<file path="src/rtl/ddr_pkg.sv">
// ddr_pkg: shared state, grant and sizing definitions for the DDR burst scheduler
package ddr_pkg;
   localparam logic [1:0] S_IDLE = 2'd0;
   localparam logic [1:0] S_WR   = 2'd1;
   localparam logic [1:0] S_RD   = 2'd2;
   typedef enum logic {GRANT_WR = 1'b0, GRANT_RD = 1'b1} grant_e;
   localparam int unsigned BURST_LEN_MAX = 512;
endpackage

</file>
<file path="src/rtl/ring_ptr.sv">
// ring_ptr: ring buffer pointer advancing by STEP and wrapping to 0 at WRAP
module ring_ptr #(
   parameter int W    = 25,
   parameter int STEP = 128,
   parameter int WRAP = 4096
) (
   input  logic         clk,
   input  logic         rst_n,
   input  logic         i_clr,
   input  logic         i_adv,
   output logic [W-1:0] o_ptr
);
   logic [W-1:0] r_ptr;
   logic [W-1:0] w_sum;
   assign w_sum = r_ptr + W'(STEP);
   assign o_ptr = r_ptr;
   always_ff @(posedge clk or negedge rst_n)
      if (!rst_n) r_ptr <= '0;
      else if (i_clr) r_ptr <= '0;
      else if (i_adv) r_ptr <= (w_sum == W'(WRAP)) ? '0 : w_sum;
endmodule

</file>
<file path="src/rtl/ddr_burst_sched.sv">
// ddr_burst_sched: schedules fixed-length DDR write/read bursts over a ring buffer,
// round-robin between the AD fill side and the wavelet drain side.
module ddr_burst_sched
   import ddr_pkg::*;
#(
   parameter int DATA_WIDTH    = 32,
   parameter int ADDR_WIDTH    = 25,
   parameter int BURST_LEN     = 128,
   parameter int RING_WORDS    = 4096,
   parameter int BASE_ADDR     = 0,
   parameter int FIFO_AW       = 10,
   parameter int WT_FIFO_DEPTH = 1024
) (
   input  logic                  mem_clk,
   input  logic                  rst_n,
   input  logic                  local_init_done,
   input  logic [FIFO_AW-1:0]    ad_fifo_usedw,
   input  logic                  ad_fifo_full,
   input  logic [FIFO_AW-1:0]    wt_fifo_wrusedw,
   output logic                  wr_burst_req,
   output logic [9:0]            wr_burst_len,
   output logic [ADDR_WIDTH-1:0] wr_burst_addr,
   input  logic                  wr_burst_finish,
   output logic                  rd_burst_req,
   output logic [9:0]            rd_burst_len,
   output logic [ADDR_WIDTH-1:0] rd_burst_addr,
   input  logic                  rd_burst_finish,
   output logic [ADDR_WIDTH-1:0] ring_fill,
   output logic                  overflow
);
   if (DATA_WIDTH < 1 || BURST_LEN < 1 || BURST_LEN > int'(BURST_LEN_MAX) || RING_WORDS % BURST_LEN != 0) begin : g_bad_cfg
      $error("ddr_burst_sched: illegal burst/ring configuration");
   end

   logic [1:0]            r_state;
   grant_e                r_last;
   logic [ADDR_WIDTH-1:0] r_fill;
   logic [ADDR_WIDTH-1:0] w_wptr;
   logic [ADDR_WIDTH-1:0] w_rptr;
   logic [31:0]           w_wt_free;
   logic                  w_we;
   logic                  w_re;
   logic                  w_gnt_wr;
   logic                  w_gnt_rd;
   logic                  w_wr_done;
   logic                  w_rd_done;

   assign w_wt_free = 32'(WT_FIFO_DEPTH) - 32'(wt_fifo_wrusedw);
   assign w_we      = 32'(ad_fifo_usedw) >= 32'(BURST_LEN) && r_fill <= ADDR_WIDTH'(RING_WORDS - BURST_LEN);
   assign w_re      = r_fill >= ADDR_WIDTH'(BURST_LEN) && w_wt_free >= 32'(BURST_LEN);
   // when both sides are eligible, the side not served last wins
   assign w_gnt_wr  = w_we && (!w_re || r_last == GRANT_RD);
   assign w_gnt_rd  = w_re && !w_gnt_wr;
   assign w_wr_done = r_state == S_WR && wr_burst_finish;
   assign w_rd_done = r_state == S_RD && rd_burst_finish;

   assign wr_burst_len = 10'(BURST_LEN);
   assign rd_burst_len = 10'(BURST_LEN);
   assign ring_fill    = r_fill;

   ring_ptr #(.W(ADDR_WIDTH), .STEP(BURST_LEN), .WRAP(RING_WORDS)) u_wptr (
      .clk(mem_clk), .rst_n(rst_n), .i_clr(!local_init_done), .i_adv(w_wr_done), .o_ptr(w_wptr)
   );
   ring_ptr #(.W(ADDR_WIDTH), .STEP(BURST_LEN), .WRAP(RING_WORDS)) u_rptr (
      .clk(mem_clk), .rst_n(rst_n), .i_clr(!local_init_done), .i_adv(w_rd_done), .o_ptr(w_rptr)
   );

   always_ff @(posedge mem_clk or negedge rst_n)
      if (!rst_n) begin
         r_state       <= S_IDLE;
         r_last        <= GRANT_RD;
         r_fill        <= '0;
         wr_burst_req  <= 1'b0;
         rd_burst_req  <= 1'b0;
         wr_burst_addr <= '0;
         rd_burst_addr <= '0;
      end else if (!local_init_done) begin
         r_state      <= S_IDLE;
         r_last       <= GRANT_RD;
         r_fill       <= '0;
         wr_burst_req <= 1'b0;
         rd_burst_req <= 1'b0;
      end else if (r_state == S_IDLE) begin
         if (w_gnt_wr) begin
            r_state       <= S_WR;
            r_last        <= GRANT_WR;
            wr_burst_addr <= ADDR_WIDTH'(BASE_ADDR) + w_wptr;
         end else if (w_gnt_rd) begin
            r_state       <= S_RD;
            r_last        <= GRANT_RD;
            rd_burst_addr <= ADDR_WIDTH'(BASE_ADDR) + w_rptr;
         end
      end else if (r_state == S_WR) begin
         wr_burst_req <= !wr_burst_finish;
         if (wr_burst_finish) begin
            r_state <= S_IDLE;
            r_fill  <= r_fill + ADDR_WIDTH'(BURST_LEN);
         end
      end else begin
         rd_burst_req <= !rd_burst_finish;
         if (rd_burst_finish) begin
            r_state <= S_IDLE;
            r_fill  <= r_fill - ADDR_WIDTH'(BURST_LEN);
         end
      end

   // sticky until reset; calibration loss deliberately leaves it set
   always_ff @(posedge mem_clk or negedge rst_n)
      if (!rst_n) overflow <= 1'b0;
      else if (ad_fifo_full && local_init_done) overflow <= 1'b1;
endmodule

</file>
<file path="config.mk">
export PLATFORM = sky130hd
export DESIGN_NAME = ddr_burst_sched
export DESIGN_NICKNAME = d
export VERILOG_FILES = /design/src/rtl/ddr_pkg.sv /design/src/rtl/ring_ptr.sv /design/src/rtl/ddr_burst_sched.sv
export SDC_FILE = /design/constraint.sdc
export NUM_CORES = 1
export LEC_CHECK = 0
export BUFFER_PORTS_ARGS = -buffer_cell sky130_fd_sc_hd__buf_2
export CORE_UTILIZATION = 60
export CTS_CLUSTER_DIAMETER = 50
export CTS_CLUSTER_SIZE = 25
export DETAILED_ROUTE_END_ITERATION = 10
export PLACE_DENSITY = 0.88
export SKIP_LAST_GASP = 1
export SYNTH_ARGS = -nofsm -noshare
export SYNTH_HDL_FRONTEND = slang
export SYNTH_HIERARCHICAL = 1
export SYNTH_SLANG_ARGS = --single-unit
</file>
<file path="constraint.sdc">
create_clock -name mem_clk -period 7.3 [get_ports mem_clk]
set_input_delay 0.73 -clock mem_clk [delete_from_list [all_inputs] [get_ports mem_clk]]
set_output_delay 0.73 -clock mem_clk [all_outputs]
set_load 0.05 [all_outputs]
</file>
==> results of run 1 <==
==> cells by family after synthesis <==
group / Yosys count
compound gates: 86
xor+xnor: 50
fa+ha+maj: 5
buf+inv: 87
flops: 110
mux: 53
other cells: 4
simple gates: 215
==> worst max-delay path by stage <==
stage / slack (ns) / endpoint / depth (start not counted)
after floorplan: 4.61 / rd_burst_addr[15] / 9
after global placement: 4.20 / rd_burst_addr[16] / 7
after detailed placement: 4.11 / rd_burst_addr[16] / 7
after CTS: 4.07 / rd_burst_addr[16] / 7
after global routing: 3.86 / rd_burst_addr[11] / 7
final: 4.08 / rd_burst_addr[16] / 7
==> worst reg2reg max path, cell delays in order (launching register included) <==
cell and delay [ns]:
dfrtp_1 0.50, inv_1 0.11, ha_1 0.19, or4b_2 0.68
nor2_1 0.22, a31o_2 0.19, a211o_1 0.79, mux2_2 0.44
==> through the flow <==
step           utilization (%)  cell area [um2]  instances  total power [W]  setup WS, ns
3_3_place_gp              63.6             6570        797          0.00195          4.20
5_1_grt                   65.4             6750        813          0.00247          3.86
6_report                  65.4             6750        813          0.00234          4.08
4_1_cts                   65.4             6750        813          0.00235          4.07
2_1_floorplan                -             6540        647          0.00182          4.61
3_5_place_dp              63.6             6570        797          0.00200          4.11
==> sequential cells by signal (all words and copies together), names as in the netlist <==
register / count
u_wptr/o_ptr: 18
wr_burst_addr: 25
r_state: 2
rd_burst_req: 1
u_rptr/o_ptr: 18
overflow: 1
wr_burst_req: 1
rd_burst_addr: 25
r_last: 1
ring_fill: 18
==> final cells by class <==
class | count | area (um2) | area share, %
multi-input combinational | 450 | 3140 | 46.5
clock buffer | 12 | 155 | 2.30
inverter | 10 | 37.5 | 0.556
sequential | 110 | 2750 | 40.8
clock inverter | 4 | 28.8 | 0.426
tap | 136 | 170 | 2.52
timing repair buffer | 91 | 463 | 6.86
==> layer usage <==
| metal | vias up | track usage [%] | share of wire (%) | wire length (um) |
|---|---|---|---|---|
| li1 | 2219 | - | - | - |
| met1 | 2305 | 30.5 | 43 | 5400 |
| met4 | 0 | 10.7 | 2.1 | 268 |
| met5 | - | 0 | 0 | 0 |
| met2 | 171 | 40.1 | 50 | 6210 |
| met3 | 28 | 3.34 | 5.0 | 620 |
==> cells in the final DEF (no fill, tap or decap), types with 13 or more instances in the layout <==
cell     instances
o21ai_0         18
dfrtp_1        109
nor2_1          59
nor3_1          13
xnor2_1         30
mux2_2          31
nand2_1         16
conb_1          41
nand4_1         24
a21oi_1         20
mux2_4          19
xor2_1          20
nand3_1         23
buf_2           88
==> power by group <==
part / internal (W) / switching [W]
Sequential: 0.000711 / 0.000126
Combinational: 0.000397 / 0.000759
Clock: 0.000144 / 0.000204
Total: 0.00125 / 0.00109
==> metrics.txt, run 1 <==
CP Capture Type flop; via count approximately 4700; worst reg2reg endpoint rd_burst_addr[16]; synthesized area 6400 um2; CTS Hold Buffers Added 0; adder-cell share of the synthesized area 0.978%; YS warnings 6; Min-Delay Path Class primary input to async pin; Post-Syn Instances 610; vias in the first global route 4586; CTS tree yes; CP top delay family compound AO/OA/AOI/OAI gates; Worst-Margin Slew ~1.1 ns; fmax 310 MHz; GP Congestion 0.869; H-tree Lvls 3; Netlist cell types roughly 60; ant diodes 0; RSZ-0062 raised after global routing no; drt drc 0; synth cell count leaders dfrtp_1, nor2_1, buf_4; layout cells sized above 1 26.4%; I/O pin count 124; run status complete, no violations; WP data required roughly 7.6 ns; nets 703; Post-synth top flop dfrtp_1; placeable core area 10300 um2; Worst setup startpoint ring_fill[7]; Synth Register Bits 110; post-synth top area cell dfrtp_1; die footprint 11100 um2; final WL 12.5 mm; wire per inst 15.4 um; Slew Limit Fails 0; max_cap viols 0; Tcrit/Tclk final between 40 and 50%; Slowest-stage cell, CP a211o_1; R2R Setup Slk 4.08 ns; share of the synthesized area in the top cell type 42.6%; Tmin final around 3.2 ns; mux contribution to synthesized area roughly 10%; clock buffer depth 2; critical-path cell list inv_1 -> ha_1 -> or4b_2 -> nor2_1 -> a31o_2 -> a211o_1 -> mux2_2; GRT Total Usage around a quarter; PostCTS Resize Cnt 0; Detailed Route Iter0 Violations 210; worst-skew pair later-pin latency 0.37 ns; Fin Clk Skew 0.0118 ns; Die Y-Extent between 100 and 150 um; FILL cells roughly 800; Setup CP Type flop to flop; Slew Limit Headroom between 20 and 30%; Compound-Gate Fraction of Synth Area 9.31%; CP peak stage delay 0.79 ns; Max Fanout on Critical Path 26; simple-gate share of the synthesized area 19.2%; Setup Fix Bufs, Post-CTS 0; sequential area share after synthesis a little over two fifths; ANT nets after route 0; Cell Pwr Density between 300 and 400 nW/um2; largest family of logic cells by synthesized area simple AND/OR/NAND/NOR gates; Setup TNS Final 0 ns; cell with the most instances after synthesis dfrtp_1; first-pass GRT wire length 21.4 mm; detailed placer's ending HPWL 8.62 mm; num rows 37; Worst setup SP type flop; Reg clk slew, reported paths roughly 0.1 ns; initial antenna violation count 0; final hold violation count 0; syn_area_per_cell 10.5 um2; FF-to-FF Start ring_fill[7]; main area contributors after synthesis dfrtp_1, mux2_2, buf_4; die width 105 um; Setup violations, final 0; P&R area growth vs syn 5.49%; total gr overflow 0; Synth Area in XOR/XNOR 6.84%; worst hold margin 0.390 ns; critical path arrival 3.48 ns; cells on worst reg2reg path 7; Inserted Clock Buffers 9; initial core utilization 62.0%; Clock Tree Root clkbuf_8; Async S/R FF share, synth 100%; peak supply drop 0.209 mV; port bufs 89; CTS Sinks 110; Via density around 5.8; EDFF count, synth 0; largest net degree at the start of global routing 57; DRT Pass-1 Iters 5; leakage 3.23 nW; CP Buf/Inv Count 1
Note: power is estimated with default switching activity, not from simulation.
==> run 2: changes to the inputs <==
- CORE_UTILIZATION: 60 -> 56
- PLACE_DENSITY: 0.88 -> 0.83
- clock period: 7.3 -> 3.3 ns (I/O delays scaled with it)
==> metrics.txt, run 2 (synthesis results as in run 1) <==
Slowest-stage cell, CP or4b_2; fmax 363 MHz (+17%); Top Registers rd_burst_addr: 25 flops, wr_burst_addr: 25 flops; placeable core area 11000 um2 (+6.4%); first-pass GRT wire length 20.8 mm (-2.8%); utilization after layout 62.7% (-2.7 points); detailed placer's ending HPWL 8.55 mm (-0.89%); Worst setup SP type flop; Setup CP Type flop to flop; layout cells sized above 1 26.7% (+0.25 points); H-tree Lvls 3 (unchanged); die width 109 um (+3.4%); RSZ-0062 raised after global routing no; clock buffer depth 2 (unchanged); initial core utilization 58.3% (-3.7 points); GRT Total Usage 22.5% (-1.3 points); Via density 5.69 (-2.0%); DRT Pass-1 Iters 5 (unchanged); Cell Pwr Density 791 nW/um2 (+130%); worst-skew pair later-pin latency 0.35 ns (-0.02 ns); vias in the first global route 4435 (-3.3%); via count 4679 (-0.93%); peak supply drop 0.583 mV (+180%); I/O pin count 124 (unchanged); Tcrit/Tclk final 83.4% (+39 points); P&R area growth vs syn 7.55%; Setup TNS Final 0 ns (unchanged); CTS Hold Buffers Added 0 (unchanged); drt drc 0 (unchanged); final WL 12.7 mm (+1.7%); CP peak stage delay 0.66 ns (-0.13 ns); critical-path cell list inv_1 -> ha_1 -> or4b_2 -> nor2_1 -> a31o_2 -> a211o_1 -> buf_4 -> mux2_2; ANT nets after route 0 (unchanged); most common cell after layout, fill and taps aside dfrtp_1; Setup Fix Bufs, Post-CTS 0 (unchanged); total gr overflow 0 (unchanged); PostCTS Resize Cnt 0 (unchanged); CTS tree yes; die footprint 11900 um2 (+7.0%); nets 708 (+0.71%); max_cap viols 0 (unchanged); Tmin final 2.75 ns (-0.472 ns); run status complete, no violations; ant diodes 0 (unchanged); Min-Delay Path Class primary input to async pin; num rows 38 (+2.7%); FILL cells 887 (+10%); Reg clk slew, reported paths 0.07 ns (-0.03 ns); Max Fanout on Critical Path 26 (unchanged); Slew Limit Fails 0 (unchanged); CTS Sinks 110 (unchanged); Slew Limit Headroom 56.8% (+27 points); Detailed Route Iter0 Violations 196 (-6.7%); Fin Clk Skew 0.00848 ns (-0.00335 ns); WP data required 3.53 ns (-4.03 ns); Setup violations, final 0 (unchanged); GP Congestion 0.886 (+2.0%); Inserted Clock Buffers 9 (unchanged); commonest cells after routing, fill and taps aside dfrtp_1, buf_2, nor2_1, conb_1, mux2_2; wire per inst 15.5 um (+0.60%); largest net degree at the start of global routing 111 (+95%); initial antenna violation count 0 (unchanged); final hold violation count 0 (unchanged); Clock Tree Root clkbuf_16; critical path arrival 2.98 ns (-0.50 ns); Die Y-Extent 109 um (+3.4%); CP Capture Type flop; port bufs 89 (unchanged); Worst-Margin Slew 0.644 ns (-0.407 ns); leakage 3.30 nW (+2.2%)
## run 2: cell types whose count changed in the layout (fill, tap and decap cells not counted), sizes merged
| cell | before | now |
|---|---|---|
| buf | 91 | 96 |
| clkinv | 2 | 5 |
| clkinvlp | 2 | 0 |
| inv | 10 | 9 |
## run 2: critical path: cells and delay by family (launching register included)
| kind | cells | cell delay [ns] |
|---|---|---|
| flops | 1 | 0.46 |
| buf+inv | 2 | 0.45 |
| mux | 1 | 0.38 |
| compound gates | 2 | 0.27 |
| simple gates | 2 | 0.86 |
| fa+ha+maj | 1 | 0.19 |
## run 2: area by class of cell
class	instances	area [um2]	area share (%)
multi-input combinational	450	3140	45.7
tap	140	175	2.55
sequential	110	2750	40.0
clock inverter	4	23.8	0.345
inverter	10	37.5	0.545
timing repair buffer	96	513	7.45
clock buffer	12	236	3.44
## run 2: worst paths after layout
path                              start  slack, ns  cells past startpoint                end
max reg2reg                ring_fill[8]       0.55                      8  rd_burst_addr[16]
max                        ring_fill[8]       0.55                      8  rd_burst_addr[16]
min in group mem_clk       ad_fifo_full       0.19                      2           overflow
min reg2reg                    overflow       0.45                      1           overflow
min                               rst_n      0.009                      2  wr_burst_addr[12]
max in group asynchronous         rst_n       2.77                      2      ring_fill[12]
## run 2: power by group
group	internal [W]	total (W)	switching, W
registers	0.00157	0.00185	0.000278
logic	0.000901	0.00259	0.00169
clock network	0.000511	0.000997	0.000486
## run 2: through the flow
step	hold slack, ns	setup slack, ns	instances	cell area [um2]	power (W)
2_1_floorplan	0.0344	0.610	647	6540	0.00402
3_3_place_gp	0.431	0.634	806	6620	0.00436
3_5_place_dp	0.439	0.549	806	6620	0.00446
4_1_cts	0.0925	0.547	822	6880	0.00545
5_1_grt	0.0967	0.429	822	6880	0.00573
6_report	0.00921	0.547	822	6880	0.00544
## run 2: layer usage
layer  track usage [%]  share of wire (%)  vias up
met2              37.9                 51      139
met3              3.35                4.4       12
li1                  -                  -     2229
met4              8.30                1.3        0
met5                 0                  0        -
met1              29.3                 44     2299
==> run 3: changes to the inputs <==
- ABC_AREA: unset -> 1
- CORE_UTILIZATION: 56 -> 51
- PLACE_DENSITY: 0.83 -> 0.79
- clock period: 3.3 -> 2.4 ns (I/O delays scaled with it)
==> metrics.txt, run 3 <==
run status complete, no violations; Synth Register Bits 110 (unchanged); Worst-Margin Slew 0.534 ns (-0.109 ns); first-pass GRT wire length 24.1 mm (+15%); CP Buf/Inv Count 3 (+1); wire per inst 12.6 um (-18%); Slew Limit Headroom 64.4% (+7.6 points); port bufs 89 (unchanged); Fin Clk Skew 0.00657 ns (-0.00192 ns); Via density 5.06 (-11%); final hold violation count 0 (unchanged); Slew Limit Fails 0 (unchanged); leakage 3.95 nW (+20%); FF-to-FF Start ring_fill[7]; Placement Setup Slack 0.0786 ns (-0.471 ns); peak supply drop 0.815 mV (+40%); final worst setup slack 0.120 ns (-0.427 ns); final WL 14.7 mm (+15%); Hold Startpoint ad_fifo_full; RSZ-0062 raised after global routing yes; Endpoint, Worst Hold overflow; GRT Total Usage 23.0% (+0.49 points); most common cell after layout, fill and taps aside nand2_1; Cell Pwr Density 1080 nW/um2 (+37%); Async S/R FF share, synth 100% (unchanged); Tmin final 2.28 ns (-0.473 ns); DRT Pass-1 Iters 5 (unchanged); nets 1019 (+44%); Slowest-stage cell, CP dfrtp_1; syn_area_per_cell 7.22 um2 (-31%); Cells on Worst Hold Path 2; final instance area 7280 um2 (+5.8%); Reg clk slew, reported paths 0.07 ns (about the same); critical-path cell list inv_1 -> ha_1 -> inv_1 -> nor2_1 -> nand3_1 -> nor2_2 -> a21oi_4 -> buf_4 -> nand3_4 -> nand2_1 -> nand2_1; synthesized area 6490 um2 (+1.5%); Placed Area 6970 um2 (+5.3%); CP top delay family simple AND/OR/NAND/NOR gates; via count 5876 (+26%); cells on worst reg2reg path 11 (+3); GP Congestion 0.872 (-1.6%); Netlist cell types 36 (-41%); CTS tree yes; share of the synthesized area in the top cell type 42.0% (-0.62 points); main area contributors after synthesis dfrtp_1, nand2_1, inv_1; sequential area share after synthesis 42.4% (-0.63 points); Clock Tree Root clkbuf_16; largest net degree at the start of global routing 48 (-57%); Worst setup SP type flop; worst hold margin 0.0918 ns (+0.0825 ns); fmax 439 MHz (+21%); num rows 40 (+5.3%); ANT nets after route 0 (unchanged); CP Capture Type flop; Tcrit/Tclk final 95.0% (+12 points); Die Y-Extent 115 um (+5.5%); placeable core area 12200 um2 (+11%); drt drc 0 (unchanged); Setup Fix Bufs, Post-CTS 0 (unchanged); Setup TNS Final 0 ns (unchanged); Max Fanout on Critical Path 27 (+3.8%); worst-skew pair later-pin latency 0.35 ns (about the same); Post-synth top flop dfrtp_1; P&R area growth vs syn 12.1%; vias in the first global route 5269 (+19%); initial antenna violation count 0 (unchanged); Inserted Clock Buffers 9 (unchanged); Top Registers rd_burst_addr: 25 flops, wr_burst_addr: 25 flops; Tot Pwr 0.00789 W (+45%); I/O pin count 124 (unchanged); YS warnings 6 (unchanged); CTS Sinks 110 (unchanged); WP data required 2.64 ns (-0.89 ns); total gr overflow 0 (unchanged); max_cap viols 0 (unchanged); post-synth top area cell dfrtp_1; R2R Setup Slk 0.12 ns (-0.43 ns); worst reg2reg endpoint rd_burst_addr[24]; Min-Delay Path Class primary input to flop; initial core utilization 53.2% (-5.1 points); Post-Syn Instances 899 (+47%); detailed placer's ending HPWL 10.5 mm (+22%); H-tree Lvls 3 (unchanged); clock buffer depth 2 (unchanged); CP peak stage delay 0.47 ns (-0.19 ns); Setup CP Type flop to flop; cell with the most instances after synthesis nand2_1; critical path arrival 2.52 ns (-0.46 ns); EDFF count, synth 0 (unchanged); commonest cells after routing, fill and taps aside nand2_1, dfrtp_1, inv_1, nor2_1, buf_2; layout cells sized above 1 15.4% (-11 points); ant diodes 0 (unchanged); synth cell count leaders nand2_1, dfrtp_1, inv_1; die width 115 um (+5.5%); die footprint 13200 um2 (+11%); Setup violations, final 0 (unchanged); Detailed Route Iter0 Violations 420 (+110%)
==> run 3: changes by cell type in the layout (fill, tap and decap cells not counted), sizes merged, moves of 13 or more <==
cell	previous run	this run
and3	14	1
inv	9	95
mux2	50	0
nand2	16	318
nand3	27	52
nor2	59	108
o21ai	19	44
o22ai	0	13
xnor2	30	0
==> run 3: routing by layer <==
metal / up-vias / global-route usage, % / part of all wire [%]
met3: 19 / 4.96 / 6.6
li1: 2958 / - / -
met1: 2708 / 30.2 / 45
met4: 0 / 8.83 / 1.7
met2: 191 / 37.3 / 47
met5: - / 0 / 0
==> run 3: layout make-up <==
class / count / area [um2]
Fill cell: 1153 / 4930
Clock buffer: 14 / 264
Sequential cell: 110 / 2750
Multi-Input combinational cell: 668 / 3110
Timing Repair Buffer: 101 / 553
Tap cell: 168 / 210
Inverter: 98 / 369
Clock inverter: 2 / 16.3
==> run 3: worst max-delay path by stage <==
stage / end / slack [ns] / from / cells after the start
after floorplan: rd_burst_addr[0] / 0.08 / ring_fill[7] / 13
after global routing: rd_burst_addr[8] / -0.02 / ring_fill[8] / 12
after detailed placement: rd_burst_addr[24] / 0.08 / ring_fill[7] / 12
after global placement: rd_burst_addr[21] / 0.16 / ring_fill[7] / 12
final: rd_burst_addr[24] / 0.12 / ring_fill[7] / 11
after CTS: rd_burst_addr[16] / 0.04 / ring_fill[7] / 12
==> run 3: repair_timing <==
item	4_1_cts	5_1_grt
gates resized for setup	0	2
hold endpoints to repair	36	0
hold buffers	1	0
setup endpoints to repair	0	27
==> run 3: metrics by stage <==
stage / instances / util, %
2_1_floorplan: 936 / -
3_3_place_gp: 1143 / 57.1
3_5_place_dp: 1143 / 57.1
4_1_cts: 1160 / 59.5
6_report: 1161 / 59.6
5_1_grt: 1161 / 59.6
==> run 3: power by group <==
group	internal [W]	total (W)	switching [W]	leakage (nW)
logic	0.000971	0.00397	0.00300	2.32
registers	0.00216	0.00249	0.000334	1.49
clock network	0.000765	0.00143	0.000667	0.133
==> run 3: cells by family (layout without fill, tap and decap cells) <==
| logic type | after synthesis | after routing | share of synthesized area (%) |
|---|---|---|---|
| AO/OA/AOI/OAI | 88 | 88 | 7.73 |
| XOR/XNOR | 12 | 12 | 1.62 |
| adder cells (fa/ha/maj) | 5 | 5 | 0.963 |
| buffers and inverters | 159 | 215 | 12.0 |
| flip-flops | 110 | 110 | 42.4 |
| other | 4 | 41 | 0.231 |
| AND/OR/NAND/NOR | 521 | 522 | 35.0 |
==> run 3: worst reg2reg max path, delay by kind of cell, from the launching register on <==
kind                     cells  cell delay, ns
AND/OR/NAND/NOR              6            0.73
adder cells (fa/ha/maj)      1            0.22
buffers and inverters        3            0.59
flip-flops                   1            0.47
AO/OA/AOI/OAI                1            0.16
